`src/rtl/br_pkg.sv`:
```
// Shared definitions for the branch controller: op encodings, FSM states,
// flush counter width and the branch decision helper.
package br_pkg;

  localparam int FLUSH_CNT_W = 3;

  typedef enum logic [1:0] {
    OP_BEQ = 2'b00,
    OP_BGT = 2'b01,
    OP_BLT = 2'b10,
    OP_JMP = 2'b11
  } br_op_e;

  typedef enum logic [1:0] {
    S_IDLE    = 2'b00,
    S_CMP     = 2'b01,
    S_RESOLVE = 2'b10,
    S_FLUSH   = 2'b11
  } br_state_e;

  function automatic logic branch_taken(br_op_e op, logic eq, logic gt, logic lt);
    unique case (op)
      OP_BEQ:  branch_taken = eq;
      OP_BGT:  branch_taken = gt;
      OP_BLT:  branch_taken = lt;
      default: branch_taken = 1'b1;
    endcase
  endfunction

endpackage

```
`src/rtl/branch_ctrl_if.sv`:
```
// Branch request/resolution bus between decode (master) and the branch
// controller (slave).
interface branch_ctrl_if
  import br_pkg::*;
#(
  parameter int DW = 16
);
  logic          br_valid;
  logic          br_ready;
  br_op_e        br_op;
  logic [DW-1:0] op_a;
  logic [DW-1:0] op_b;
  logic [DW-1:0] pc;
  logic [DW-1:0] offset;
  logic          kill;
  logic          br_done;
  logic          br_taken;
  logic [DW-1:0] br_target;
  logic          stall;
  logic          flush;

  modport master (
    output br_valid, br_op, op_a, op_b, pc, offset, kill,
    input  br_ready, br_done, br_taken, br_target, stall, flush
  );

  modport slave (
    input  br_valid, br_op, op_a, op_b, pc, offset, kill,
    output br_ready, br_done, br_taken, br_target, stall, flush
  );
endinterface

```
`src/rtl/br_cmp.sv`:
```
// Registered unsigned magnitude comparator; results appear one cycle after
// the operands.
module br_cmp #(
  parameter int DW = 16
) (
  input  logic          clk,
  input  logic          rst_n,
  input  logic [DW-1:0] a,
  input  logic [DW-1:0] b,
  output logic          eq,
  output logic          gt,
  output logic          lt
);

  always_ff @(posedge clk or negedge rst_n) begin
    if (!rst_n) begin
      eq <= 1'b0;
      gt <= 1'b0;
      lt <= 1'b0;
    end else begin
      eq <= (a == b);
      gt <= (a > b);
      lt <= (a < b);
    end
  end

endmodule

```
`src/rtl/branch_ctrl.sv`:
```
// Branch resolution controller: IDLE -> CMP -> RESOLVE [-> FLUSH] -> IDLE.
// Define BRANCH_CTRL_STATS_EN to add saturating taken/not-taken counters.
module branch_ctrl
  import br_pkg::*;
#(
  parameter int FLUSH_CYCLES = 2,
  parameter int DW           = 16
) (
  input  logic         clk,
  input  logic         rst_n,
  branch_ctrl_if.slave bus
`ifdef BRANCH_CTRL_STATS_EN
  ,
  output logic [15:0]  taken_cnt,
  output logic [15:0]  nottaken_cnt
`endif
);

  localparam bit HAS_FLUSH = (FLUSH_CYCLES > 0);
  localparam logic [FLUSH_CNT_W-1:0] FLUSH_LOAD =
    HAS_FLUSH ? FLUSH_CNT_W'(FLUSH_CYCLES - 1) : '0;

  br_state_e              state, state_nxt;
  logic [FLUSH_CNT_W-1:0] cnt, cnt_nxt;
  br_op_e                 op_r;
  logic [DW-1:0]          a_r, b_r, pc_r, off_r;
  logic                   eq, gt, lt;
  logic                   accept, taken_now, taken_q;
  logic [DW-1:0]          target_now, target_q;

  assign accept = bus.br_valid & bus.br_ready;

  always_ff @(posedge clk or negedge rst_n) begin
    if (!rst_n) begin
      op_r  <= OP_BEQ;
      a_r   <= '0;
      b_r   <= '0;
      pc_r  <= '0;
      off_r <= '0;
    end else if (accept) begin
      op_r  <= bus.br_op;
      a_r   <= bus.op_a;
      b_r   <= bus.op_b;
      pc_r  <= bus.pc;
      off_r <= bus.offset;
    end
  end

  br_cmp #(.DW(DW)) u_cmp (
    .clk   (clk),
    .rst_n (rst_n),
    .a     (a_r),
    .b     (b_r),
    .eq    (eq),
    .gt    (gt),
    .lt    (lt)
  );

  // pc/offset stay stable from accept through RESOLVE, so the adder needs no stage
  assign taken_now  = branch_taken(op_r, eq, gt, lt);
  assign target_now = pc_r + off_r;

  always_ff @(posedge clk or negedge rst_n) begin
    if (!rst_n) begin
      state <= S_IDLE;
      cnt   <= '0;
    end else begin
      state <= state_nxt;
      cnt   <= cnt_nxt;
    end
  end

  always_comb begin
    state_nxt = state;
    cnt_nxt   = cnt;
    if (bus.kill) begin
      state_nxt = S_IDLE;
      cnt_nxt   = '0;
    end else begin
      unique case (state)
        S_IDLE:    if (accept) state_nxt = S_CMP;
        S_CMP:     state_nxt = S_RESOLVE;
        S_RESOLVE: begin
          if (taken_now && HAS_FLUSH) begin
            state_nxt = S_FLUSH;
            cnt_nxt   = FLUSH_LOAD;
          end else begin
            state_nxt = S_IDLE;
          end
        end
        S_FLUSH: begin
          if (cnt == '0) state_nxt = S_IDLE;
          else           cnt_nxt   = cnt - 1'b1;
        end
        default:   state_nxt = S_IDLE;
      endcase
    end
  end

  // Result holders keep taken/target stable between resolutions, even across kills
  always_ff @(posedge clk or negedge rst_n) begin
    if (!rst_n) begin
      taken_q  <= 1'b0;
      target_q <= '0;
    end else if (state == S_RESOLVE) begin
      taken_q  <= taken_now;
      target_q <= target_now;
    end
  end

  assign bus.br_ready  = rst_n & (state == S_IDLE) & ~bus.kill;
  assign bus.br_done   = (state == S_RESOLVE);
  assign bus.br_taken  = (state == S_RESOLVE) ? taken_now  : taken_q;
  assign bus.br_target = (state == S_RESOLVE) ? target_now : target_q;
  assign bus.stall     = (state != S_IDLE);
  assign bus.flush     = ((state == S_RESOLVE) & taken_now) | (state == S_FLUSH);

`ifdef BRANCH_CTRL_STATS_EN
  always_ff @(posedge clk or negedge rst_n) begin
    if (!rst_n) begin
      taken_cnt    <= '0;
      nottaken_cnt <= '0;
    end else if (state == S_RESOLVE) begin
      if (taken_now) begin
        if (taken_cnt != 16'hFFFF) taken_cnt <= taken_cnt + 16'd1;
      end else begin
        if (nottaken_cnt != 16'hFFFF) nottaken_cnt <= nottaken_cnt + 16'd1;
      end
    end
  end
`endif

endmodule
```
`src/flat_wrapper.sv`:
```
// flat-port wrapper written by rule: the top's interface ports become plain ports
module branch_ctrl_flat import br_pkg::*;
#(
  parameter int FLUSH_CYCLES = 2,
  parameter int DW           = 16
)
  (clk, rst_n, bus_br_valid, bus_br_op, bus_op_a, bus_op_b, bus_pc, bus_offset, bus_kill, bus_br_ready, bus_br_done, bus_br_taken, bus_br_target, bus_stall, bus_flush);
  branch_ctrl_if #(.DW(DW)) bus_i ();
  input  logic clk;
  input  logic rst_n;
  input wire logic [$bits(bus_i.br_valid)-1:0] bus_br_valid;
  input wire logic [$bits(bus_i.br_op)-1:0] bus_br_op;
  input wire logic [$bits(bus_i.op_a)-1:0] bus_op_a;
  input wire logic [$bits(bus_i.op_b)-1:0] bus_op_b;
  input wire logic [$bits(bus_i.pc)-1:0] bus_pc;
  input wire logic [$bits(bus_i.offset)-1:0] bus_offset;
  input wire logic [$bits(bus_i.kill)-1:0] bus_kill;
  output wire logic [$bits(bus_i.br_ready)-1:0] bus_br_ready;
  output wire logic [$bits(bus_i.br_done)-1:0] bus_br_done;
  output wire logic [$bits(bus_i.br_taken)-1:0] bus_br_taken;
  output wire logic [$bits(bus_i.br_target)-1:0] bus_br_target;
  output wire logic [$bits(bus_i.stall)-1:0] bus_stall;
  output wire logic [$bits(bus_i.flush)-1:0] bus_flush;
  assign bus_i.br_valid = bus_br_valid;
  assign bus_i.br_op = bus_br_op;
  assign bus_i.op_a = bus_op_a;
  assign bus_i.op_b = bus_op_b;
  assign bus_i.pc = bus_pc;
  assign bus_i.offset = bus_offset;
  assign bus_i.kill = bus_kill;
  assign bus_br_ready = bus_i.br_ready;
  assign bus_br_done = bus_i.br_done;
  assign bus_br_taken = bus_i.br_taken;
  assign bus_br_target = bus_i.br_target;
  assign bus_stall = bus_i.stall;
  assign bus_flush = bus_i.flush;
  branch_ctrl #(.FLUSH_CYCLES(FLUSH_CYCLES), .DW(DW)) u_core (.clk(clk), .rst_n(rst_n), .bus(bus_i));
endmodule
```
`config.mk`:
```
export PLATFORM = sky130hd
export DESIGN_NAME = branch_ctrl_flat
export DESIGN_NICKNAME = d
export VERILOG_FILES = /design/src/rtl/br_pkg.sv /design/src/rtl/branch_ctrl_if.sv /design/src/rtl/br_cmp.sv /design/src/rtl/branch_ctrl.sv /design/src/flat_wrapper.sv
export SDC_FILE = /design/constraint.sdc
export NUM_CORES = 1
export LEC_CHECK = 0
export BUFFER_PORTS_ARGS = -buffer_cell sky130_fd_sc_hd__buf_2
export CAP_MARGIN = 20
export CELL_PAD_IN_SITES_DETAIL_PLACEMENT = 1
export CELL_PAD_IN_SITES_GLOBAL_PLACEMENT = 2
export CORE_ASPECT_RATIO = 1.5
export CORE_UTILIZATION = 39
export CTS_CLUSTER_SIZE = 8
export DETAILED_ROUTE_END_ITERATION = 10
export PLACE_DENSITY = 0.86
export SLEW_MARGIN = 20
export SYNTH_ARGS = -nofsm -noshare
export SYNTH_HDL_FRONTEND = slang
export SYNTH_SLANG_ARGS = --single-unit
```
`constraint.sdc`:
```
create_clock -name clk -period 5.49 [get_ports clk]
set_clock_uncertainty 0.1 [all_clocks]
set_input_delay 0.2745 -clock clk [delete_from_list [all_inputs] [get_ports clk]]
set_output_delay 0.2745 -clock clk [all_outputs]
set_load 0.01 [all_outputs]
```
==> out/qor.txt <==
initial antenna violation count - 1
synthesized area - 4550 um2
initial drt markers - 60
count of TritonRoute iterations in the first routing pass - 4
pwr/cell area - 447 nW/um2
placed cell areas - 5120 um2
layout cells sized above 1 - 0.378
DRT antenna net count - 0
Net Count, Synth - 484
fillcell total - 1246
commonest non-fill, non-tap cell in the layout - dfrtp_1
Mapped Cells - 380
area occupied by multi-input gates - 2110 um2
P&R area growth vs syn - 20.4%
port buffer count - 90
die width - 90.2 um
worst path arrival time - 2840 ps
status - finished, final reports clean
Nets - 575
most frequent cells in the layout - dfrtp_1 (91), buf_2 (89), mux2_2 (66), nand2_1 (33), ha_1 (33)
largest net degree at the start of global routing - 68
All-Layer GR Usage - 0.180
Crit. End Element - output pin
number of synthesized flops with an enable pin - 0
WL/cell - 15.9 um
Final WS setup - 2280 ps
Switch Pwr - 774 uW
RSZ-0062 raised after global routing - no
Clock Tree Buf Depth - 2
Max VDD drop - 0.157 mV
Yosys reg bits - 91
IO Count - 91
Post-Place Cells - 606
Congestion Overflow GR - 0
Final Instance Count excl. Fillers - 623
setup violators final - 0
Worst Max-Slew Pin Slew - 1040 ps
drc violations - 0
Final Hold Viols - 0
ys async rst share - 1.00
CTS tree - yes
Sw Share - 0.316
Tcrit/Tclk final - 0.586
H-Tree Depth - 3
Hold Crit Class - in2reg
latest clock arrival within the worst-skew pair - 340 ps
Gate power share - 0.334
clock power share - 0.290
Worst EP required - 5120 ps
Pint - 1670 uW
clk sinks - 91
Setup CP Type - reg2out
clock period minus worst slack - 3210 ps
Syn Area/Cell - 12.0 um2
fmax - 311 MHz
setup TNS - 0 ps
final WL - 9930 um
Distinct cells, synth - 49
Rel. slew slack - 0.305
Synth area leaders - dfrtp_1 (50%), mux2_2 (16%), ha_1 (9.1%)
clock root buffer - clkbuf_16
total CTS buffers - 9
Rows - 47
gpl congestion - 0.814
drt via density - 5.17
Initial Util - 0.407
Seq/Total Area, Yosys - 0.501
MaxCap Viol Count - 0
Synth Warn # - 0
first-pass GRT wire length - 17100 um
clock-pin slew on the worst setup and hold paths - 70 ps
share of Yosys cell area claimed by the top area cell type - 0.501
Main synth FF type - dfrtp_1
core area - 11200 um2
Ant. Diodes - 0
sequential share of power - 0.376
vias in the first global route - 3671
Max Slew Vio Count - 0
PostCTS Resize Cnt - 0
die area - 12100 um2
Seq. cell area - 2280 um2
via count - 3219
area leader, netlist - dfrtp_1
Die Y - 134 um
startpoint types - register
postcts setup bufs - 0
crit path max fanout - 5
post-DP HPWL - 7470 um
Pleak - 0.00273 uW
Post-Place Worst Slack - 2650 ps
fin area - 5480 um2
[power groups by stage]
stage	combinational [uW]	sequential (uW)	clock, uW
after floorplan	581	909	0
after global placement	796	924	0
after detailed placement	826	936	0
after CTS	835	924	727
after global routing	926	942	751
final	818	921	710
[stage by stage]
step,total power (uW),hold slack [ps],utilization
floorplan,1490,-121,-
global placement,1720,191,0.458
detailed placement,1760,198,0.458
CTS,2490,53.2,0.490
global route,2620,62.1,0.490
finish,2450,65.0,0.490
[kinds of logic after synthesis]
group	synth area share
compound gates	0.0990
xor+xnor	0.0250
fa+ha+maj	0.0952
buf+inv	0.0366
flops	0.501
mux	0.170
simple gates	0.0735
[sequential cells by signal, summed over array words and instances, names as in the netlist]
signal           count
u_core.pc_r         16
u_core.a_r          16
u_core.target_q     16
u_core.state         2
u_core.taken_q       1
u_core.cnt           3
u_core.u_cmp.gt      1
u_core.off_r        16
u_core.op_r          2
u_core.b_r          16
u_core.u_cmp.eq      1
u_core.u_cmp.lt      1
[synthesized netlist by cell type (4+ instances only)]
master,number
clkbuf_1,5
mux2_2,66
ha_1,33
nor3_1,4
nand2_1,34
xor2_1,10
a21o_1,14
nand4_1,5
buf_2,4
a21oi_1,13
dfrtp_1,91
inv_1,23
o21ai_0,15
nor2_1,11
[final timing paths]
check / start / to / slack [ps] / cells past startpoint
worst min-delay path: bus_pc[8] / u_core.pc_r[8] / 70 / 2
worst min register to register: u_core.target_q[1] / u_core.target_q[1] / 390 / 2
worst max register to register: u_core.off_r[4] / u_core.target_q[11] / 2910 / 7
worst max-delay path: u_core.off_r[4] / bus_br_target[11] / 2280 / 8
min in group asynchronous: rst_n / u_core.target_q[7] / 350 / 2
max in group asynchronous: rst_n / u_core.b_r[7] / 3880 / 3
[metal layers]
metal	global-route usage	vias up	routed length, um
met5	0	-	0
met4	0.0789	0	242
met3	0.0414	19	452
met2	0.335	82	5430
met1	0.192	1595	3810
li1	-	1523	-
[area by class of cell]
cell class | count | area share
clock inverter | 5 | 0.0183
sequential | 91 | 0.416
inverter | 23 | 0.0158
timing repair buffer | 93 | 0.0873
multi-input combinational | 253 | 0.385
tap | 147 | 0.0336
clock buffer | 11 | 0.0443
[repair_timing]
item | 4_1_cts | 5_1_grt
hold buffers | 1 | 0
endpoints found under the hold margin | 40 | 0
endpoints found under the setup margin | 0 | 0
[critical path, cell delays in order, from the launching register on]
cell and delay (ps):
dfrtp_1 380, ha_1 380, and3_1 230, a221oi_2 470, o21ai_2 150, a211oi_2 410
xor2_1 190, o21ai_1 90, buf_2 190
No activity file was read; power rests on OpenSTA's default activity.
